**src/rtl/axi4_rab_pkg.sv**
```systemverilog
// Shared field widths and AW beat bit layout for the RAB AXI path.
package axi4_rab_pkg;

    localparam int LEN_W    = 8;
    localparam int SIZE_W   = 3;
    localparam int BURST_W  = 2;
    localparam int LOCK_W   = 1;
    localparam int PROT_W   = 3;
    localparam int CACHE_W  = 4;
    localparam int REGION_W = 4;
    localparam int QOS_W    = 4;

    // Fixed-width fields sit below the address; the rest depend on ADDR/ID widths.
    localparam int CACHE_LSB = 0;
    localparam int PROT_LSB  = CACHE_LSB + CACHE_W;
    localparam int LOCK_LSB  = PROT_LSB + PROT_W;
    localparam int BURST_LSB = LOCK_LSB + LOCK_W;
    localparam int SIZE_LSB  = BURST_LSB + BURST_W;
    localparam int LEN_LSB   = SIZE_LSB + SIZE_W;
    localparam int ADDR_LSB  = LEN_LSB + LEN_W;

    function automatic int aw_beat_width(input int id_w, input int user_w, input int addr_w);
        return ADDR_LSB + addr_w + REGION_W + QOS_W + id_w + user_w;
    endfunction

endpackage

```
**src/rtl/axi_fifo_rab.sv**
```systemverilog
// Generic valid/ready FIFO with wrap-bit pointers, registered occupancy and
// an init_done gate that holds the write side off for one cycle after reset.
module axi_fifo_rab #(
    parameter int DATA_WIDTH = 32,
    parameter int DEPTH      = 4
) (
    input  logic                    clk,
    input  logic                    rst_n,
    input  logic [DATA_WIDTH-1:0]   in_data,
    input  logic                    in_valid,
    output logic                    in_ready,
    output logic [DATA_WIDTH-1:0]   out_data,
    output logic                    out_valid,
    input  logic                    out_ready,
    output logic [$clog2(DEPTH):0]  level
);

    localparam int IDX_W = $clog2(DEPTH);
    localparam int PTR_W = IDX_W + 1;

    logic [PTR_W-1:0]      wptr;
    logic [PTR_W-1:0]      rptr;
    logic                  init_done;
    logic                  full;
    logic                  empty;
    logic                  push;
    logic                  pop;
    logic [DATA_WIDTH-1:0] mem [DEPTH];

    assign empty = (wptr == rptr);
    assign full  = (wptr[IDX_W-1:0] == rptr[IDX_W-1:0]) && (wptr[IDX_W] != rptr[IDX_W]);

    // in_ready depends only on registers, so out_ready never reaches it.
    assign in_ready  = ~full & init_done;
    assign out_valid = ~empty;
    assign out_data  = mem[rptr[IDX_W-1:0]];

    assign push = in_valid & in_ready;
    assign pop  = out_valid & out_ready;

    always_ff @(posedge clk) begin
        if (push) begin
            mem[wptr[IDX_W-1:0]] <= in_data;
        end
    end

    always_ff @(posedge clk or negedge rst_n) begin
        if (!rst_n) begin
            wptr      <= '0;
            rptr      <= '0;
            level     <= '0;
            init_done <= 1'b0;
        end else begin
            init_done <= 1'b1;
            if (push) begin
                wptr <= wptr + PTR_W'(1);
            end
            if (pop) begin
                rptr <= rptr + PTR_W'(1);
            end
            case ({push, pop})
                2'b10:   level <= level + PTR_W'(1);
                2'b01:   level <= level - PTR_W'(1);
                default: level <= level;
            endcase
        end
    end

endmodule

```
**src/rtl/axi4_awch_fifo.sv**
```systemverilog
// Multi-entry AXI4 write-address channel buffer with level and almost_full.
// Optional stall counter enabled by AXI4_AWFIFO_STALL_CNT_EN.
module axi4_awch_fifo
    import axi4_rab_pkg::*;
#(
    parameter int C_AXI_ID_WIDTH   = 4,
    parameter int C_AXI_USER_WIDTH = 4,
    parameter int C_AXI_ADDR_WIDTH = 32,
    parameter int C_DEPTH          = 4,
    parameter int C_AFULL_THRESH   = C_DEPTH - 1
) (
    input  logic                          axi4_aclk,
    input  logic                          axi4_arstn,

    input  logic [C_AXI_ID_WIDTH-1:0]     s_axi4_awid,
    input  logic [C_AXI_ADDR_WIDTH-1:0]   s_axi4_awaddr,
    input  logic [LEN_W-1:0]              s_axi4_awlen,
    input  logic [SIZE_W-1:0]             s_axi4_awsize,
    input  logic [BURST_W-1:0]            s_axi4_awburst,
    input  logic                          s_axi4_awlock,
    input  logic [PROT_W-1:0]             s_axi4_awprot,
    input  logic [CACHE_W-1:0]            s_axi4_awcache,
    input  logic [REGION_W-1:0]           s_axi4_awregion,
    input  logic [QOS_W-1:0]              s_axi4_awqos,
    input  logic [C_AXI_USER_WIDTH-1:0]   s_axi4_awuser,
    input  logic                          s_axi4_awvalid,
    output logic                          s_axi4_awready,

    output logic [C_AXI_ID_WIDTH-1:0]     m_axi4_awid,
    output logic [C_AXI_ADDR_WIDTH-1:0]   m_axi4_awaddr,
    output logic [LEN_W-1:0]              m_axi4_awlen,
    output logic [SIZE_W-1:0]             m_axi4_awsize,
    output logic [BURST_W-1:0]            m_axi4_awburst,
    output logic                          m_axi4_awlock,
    output logic [PROT_W-1:0]             m_axi4_awprot,
    output logic [CACHE_W-1:0]            m_axi4_awcache,
    output logic [REGION_W-1:0]           m_axi4_awregion,
    output logic [QOS_W-1:0]              m_axi4_awqos,
    output logic [C_AXI_USER_WIDTH-1:0]   m_axi4_awuser,
    output logic                          m_axi4_awvalid,
    input  logic                          m_axi4_awready,

    output logic [$clog2(C_DEPTH):0]      level,
    output logic                          almost_full
`ifdef AXI4_AWFIFO_STALL_CNT_EN
    ,
    output logic [15:0]                   stall_cnt
`endif
);

    localparam int BEAT_W     = aw_beat_width(C_AXI_ID_WIDTH, C_AXI_USER_WIDTH, C_AXI_ADDR_WIDTH);
    localparam int REGION_LSB = ADDR_LSB + C_AXI_ADDR_WIDTH;
    localparam int QOS_LSB    = REGION_LSB + REGION_W;
    localparam int ID_LSB     = QOS_LSB + QOS_W;
    localparam int USER_LSB   = ID_LSB + C_AXI_ID_WIDTH;
    localparam int LVL_W      = $clog2(C_DEPTH) + 1;
    localparam logic [LVL_W-1:0] AFULL_T = LVL_W'(C_AFULL_THRESH);

    logic [BEAT_W-1:0] beat_in;
    logic [BEAT_W-1:0] beat_out;

    assign beat_in = {s_axi4_awuser, s_axi4_awid, s_axi4_awqos, s_axi4_awregion,
                      s_axi4_awaddr, s_axi4_awlen, s_axi4_awsize, s_axi4_awburst,
                      s_axi4_awlock, s_axi4_awprot, s_axi4_awcache};

    axi_fifo_rab #(
        .DATA_WIDTH (BEAT_W),
        .DEPTH      (C_DEPTH)
    ) u_fifo (
        .clk       (axi4_aclk),
        .rst_n     (axi4_arstn),
        .in_data   (beat_in),
        .in_valid  (s_axi4_awvalid),
        .in_ready  (s_axi4_awready),
        .out_data  (beat_out),
        .out_valid (m_axi4_awvalid),
        .out_ready (m_axi4_awready),
        .level     (level)
    );

    assign m_axi4_awcache  = beat_out[CACHE_LSB  +: CACHE_W];
    assign m_axi4_awprot   = beat_out[PROT_LSB   +: PROT_W];
    assign m_axi4_awlock   = beat_out[LOCK_LSB];
    assign m_axi4_awburst  = beat_out[BURST_LSB  +: BURST_W];
    assign m_axi4_awsize   = beat_out[SIZE_LSB   +: SIZE_W];
    assign m_axi4_awlen    = beat_out[LEN_LSB    +: LEN_W];
    assign m_axi4_awaddr   = beat_out[ADDR_LSB   +: C_AXI_ADDR_WIDTH];
    assign m_axi4_awregion = beat_out[REGION_LSB +: REGION_W];
    assign m_axi4_awqos    = beat_out[QOS_LSB    +: QOS_W];
    assign m_axi4_awid     = beat_out[ID_LSB     +: C_AXI_ID_WIDTH];
    assign m_axi4_awuser   = beat_out[USER_LSB   +: C_AXI_USER_WIDTH];

    assign almost_full = (level >= AFULL_T);

`ifdef AXI4_AWFIFO_STALL_CNT_EN
    // Counts cycles a beat is offered downstream but not taken; saturating.
    always_ff @(posedge axi4_aclk or negedge axi4_arstn) begin
        if (!axi4_arstn) begin
            stall_cnt <= '0;
        end else if (m_axi4_awvalid && !m_axi4_awready && (stall_cnt != 16'hFFFF)) begin
            stall_cnt <= stall_cnt + 16'd1;
        end
    end
`endif

endmodule

```
**config.mk**
```make
export PLATFORM = sky130hd
export DESIGN_NAME = axi4_awch_fifo
export DESIGN_NICKNAME = d
export VERILOG_FILES = /design/src/rtl/axi4_rab_pkg.sv /design/src/rtl/axi_fifo_rab.sv /design/src/rtl/axi4_awch_fifo.sv
export SDC_FILE = /design/constraint.sdc
export NUM_CORES = 1
export LEC_CHECK = 0
export CAP_MARGIN = 0
export CORE_MARGIN = 5
export CORE_UTILIZATION = 54
export CTS_CLUSTER_SIZE = 28
export DETAILED_ROUTE_END_ITERATION = 10
export GPL_TIMING_DRIVEN = 0
export PLACE_DENSITY = 0.79
export SYNTH_ARGS = -nofsm -noshare
export SYNTH_HDL_FRONTEND = slang
export SYNTH_SLANG_ARGS = --single-unit
```
**constraint.sdc**
```tcl
create_clock -name axi4_aclk -period 6.5 [get_ports axi4_aclk]
set_clock_uncertainty 0.2 [all_clocks]
set_input_delay 1.3 -clock axi4_aclk [delete_from_list [all_inputs] [get_ports axi4_aclk]]
set_output_delay 1.3 -clock axi4_aclk [all_outputs]
set_load 0.02 [all_outputs]
```
==> flow_summary.json <==
{
  "status": "finished clean",
  "cp.required_ps": 5000,
  "grt_max_degree": 47,
  "firstDrtPassIters": 4,
  "grt_pass1_vias": 5356,
  "hp-start": "u_fifo.level[2]",
  "gr-usage-all-layers": 0.1769,
  "cts_root_buf": "clkbuf_16",
  "cts_hold_buf": 0,
  "tightest_slew_ps": 790.6,
  "remaining_drc_errors": 0,
  "crit_type": "register to primary output",
  "fmax_ghz": 0.2432,
  "finalSetupTns_ps": 0,
  "wl_per_cell_um": 21.90,
  "avgSynthCellArea_sq_um": 25.32,
  "fp.coreArea_sq_mm": 0.01940,
  "end_kind": "primary output",
  "ys_seq_area_frac": 0.8028,
  "hold_class": "register to register",
  "rsz0062_at_grt": "no",
  "synth_fp_nets": 500,
  "multi_input_area_sq_mm": 0.001988,
  "placementRows": 51,
  "antenna_found_initial": 0,
  "clkLatencyLatePin_ps": 530,
  "grt_pass1_wl_mm": 30.39,
  "nFillCells": 1205,
  "synthCells": 420,
  "place.gp.congestion": 0.7362,
  "synth.distinct_cells": 33,
  "post_cts_buffers": 0,
  "cts_tree": "built",
  "num_vias": 4862,
  "antenna_cells": 0,
  "yosysWarnings": 0,
  "cp_max_fo": 9,
  "maxCapViolations": 0,
  "drive_above_1_share": 0.2308,
  "startpoint": "u_fifo.rptr[1]",
  "cpLargestDelayFamily": "buffers and inverters",
  "synth_area_sq_mm": 0.01064,
  "hold_ws_ps": 356.0,
  "port_buffers": 147,
  "slew_violations": 0,
  "wl_mm": 19.47,
  "slowest_stage": "clkdlybuf4s50_1",
  "place_hpwl_mm": 12.29,
  "numCtsBuffers": 28,
  "path_cells": "buf_2 > xor2_2 > nor2_1 > a21boi_0 > clkdlybuf4s50_1",
  "die_h_um": 150.3,
  "avgViaCountPerCell": 5.469,
  "syn_to_final_growth_pct": 27.04,
  "hold_viol": 0,
  "grt.overflow.total": 0,
  "finalSetupViolations": 0,
  "ant_nets": 0,
  "fin_crit_sh": 0.6327,
  "clockBufferDepth": 3,
  "htree_levels": 1,
  "slew-limit-headroom": 0.4718,
  "ir_drop_v": 0.0004140,
  "ios": 148,
  "min_period_ps": 4112,
  "finalNetCount": 683,
  "cts.sinks": 286,
  "seqCellArea_sq_mm": 0.008538,
  "cp_slowest_stage_delay_ps": 670,
  "path_clk_slew_ps": 60,
  "start_util": 0.5482,
  "arrival_ps": 2610,
  "synth-seq-cells": 286,
  "r2r_slack_ps": 3740,
  "p_leak_uw": 0.004417,
  "start_kind": "register",
  "power_density_mw_per_mm2": 453.1,
  "post_cts_resize_count": 0,
  "drtIter0Drc": 311,
  "die_width_um": 150.3,
  "crit_buf_inv": 2,
  "worstReg2RegStart": "u_fifo.rptr[1]",
  "dieArea_sq_mm": 0.02260
}
-- synth_stat cells, drive strengths merged --
master,n,area (sq um)
mux4,69,1554
inv,7,26.28
o31ai,1,21.27
o21ai,1,5.000
mux2,2,26.27
fa,1,20.02
o311ai,1,8.760
and2,3,20.02
xor2,5,66.32
buf,16,100.1
a211oi,1,7.510
edfxtp,276,8288
a31oi,2,27.53
a21oi,1,5.000
nor2,2,7.510
a21boi,1,7.510
dfrtp,10,250.2
mux2i,1,10.01
a211o,1,8.760
ha,6,75.07
nand3,1,5.000
conb,1,3.750
or3,1,7.510
nor4,1,6.260
xnor2,5,58.81
nand2,3,11.26
a21o,1,7.510
-- metal layers --
metal	vias up	routed length, um	share of wire	GRT usage
li1	2150	-	-	-
met1	2525	8016	0.41	0.2431
met2	163	9843	0.51	0.2969
met3	24	1327	0.068	0.03733
met4	0	279	0.014	0.04026
met5	-	0	0	0
-- path summary, 6_finish.rpt --
kind,endpoint,cells past startpoint
max in group asynchronous,u_fifo.wptr[0],1
min reg2reg,u_fifo.level[2],1
min,u_fifo.level[2],1
max,s_axi4_awready,5
max reg2reg,u_fifo.mem[3][16],6
min in group asynchronous,u_fifo.rptr[1],1
-- metrics by stage --
| step | util | std cells | power (uW) | area (sq um) | setup slack [ps] |
|---|---|---|---|---|---|
| after floorplan | - | 420 | 3717 | 10640 | 987.9 |
| after global placement | 0.6412 | 832 | 4562 | 12440 | -2062 |
| after detailed placement | 0.6502 | 838 | 4635 | 12610 | 2804 |
| after CTS | 0.6965 | 889 | 6206 | 13510 | 2336 |
| after global routing | 0.6965 | 889 | 6410 | 13510 | 2257 |
| final | 0.6965 | 889 | 6121 | 13510 | 2388 |
-- flip-flops by register name, indices dropped and copies added, names as in the netlist --
| name | flops |
|---|---|
| u_fifo.mem | 276 |
| u_fifo.level | 3 |
| u_fifo.rptr | 3 |
| u_fifo.wptr | 3 |
| u_fifo.init_done | 1 |
-- placed cells by master (no fill, tap or decap), drive strengths merged, types with 2 or more instances in the layout --
cell,Yosys,layout
edfxtp,276,276
clkdlybuf4s50,0,147
mux4,69,69
clkbuf,0,30
buf,16,22
clkinv,0,15
dfrtp,10,10
inv,7,8
ha,6,6
xor2,5,5
xnor2,5,5
nand2,3,3
and2,3,3
bufinv,0,3
nor2,2,2
clkinvlp,0,2
a31oi,2,2
mux2,2,2
-- power breakdown --
group | leakage (uW) | internal (uW) | switching [uW]
Sequential | 0.00262 | 2270 | 83.5
Combinational | 0.00136 | 1090 | 1120
Clock | 0.000435 | 906 | 654
-- cell type report --
class,count,area share
sequential,286,0.6320
tap,265,0.02454
timing repair buffer,153,0.1206
clock inverter,21,0.01398
inverter,7,0.001945
buffer,16,0.007409
multi-input combinational,111,0.1472
clock buffer,30,0.05242
-- cells by family after synthesis --
family / after synthesis / synth area share
buffers and inverters: 23 / 0.01188
AOI/OAI and AO/OA: 10 / 0.009295
DFF: 286 / 0.8028
other: 1 / 0.0003526
muxes: 72 / 0.1495
adders and majority gates: 7 / 0.008941
and+or+nand+nor: 11 / 0.005412
xor gates and xnor gates: 10 / 0.01177
No activity file was read; power rests on OpenSTA's default activity.
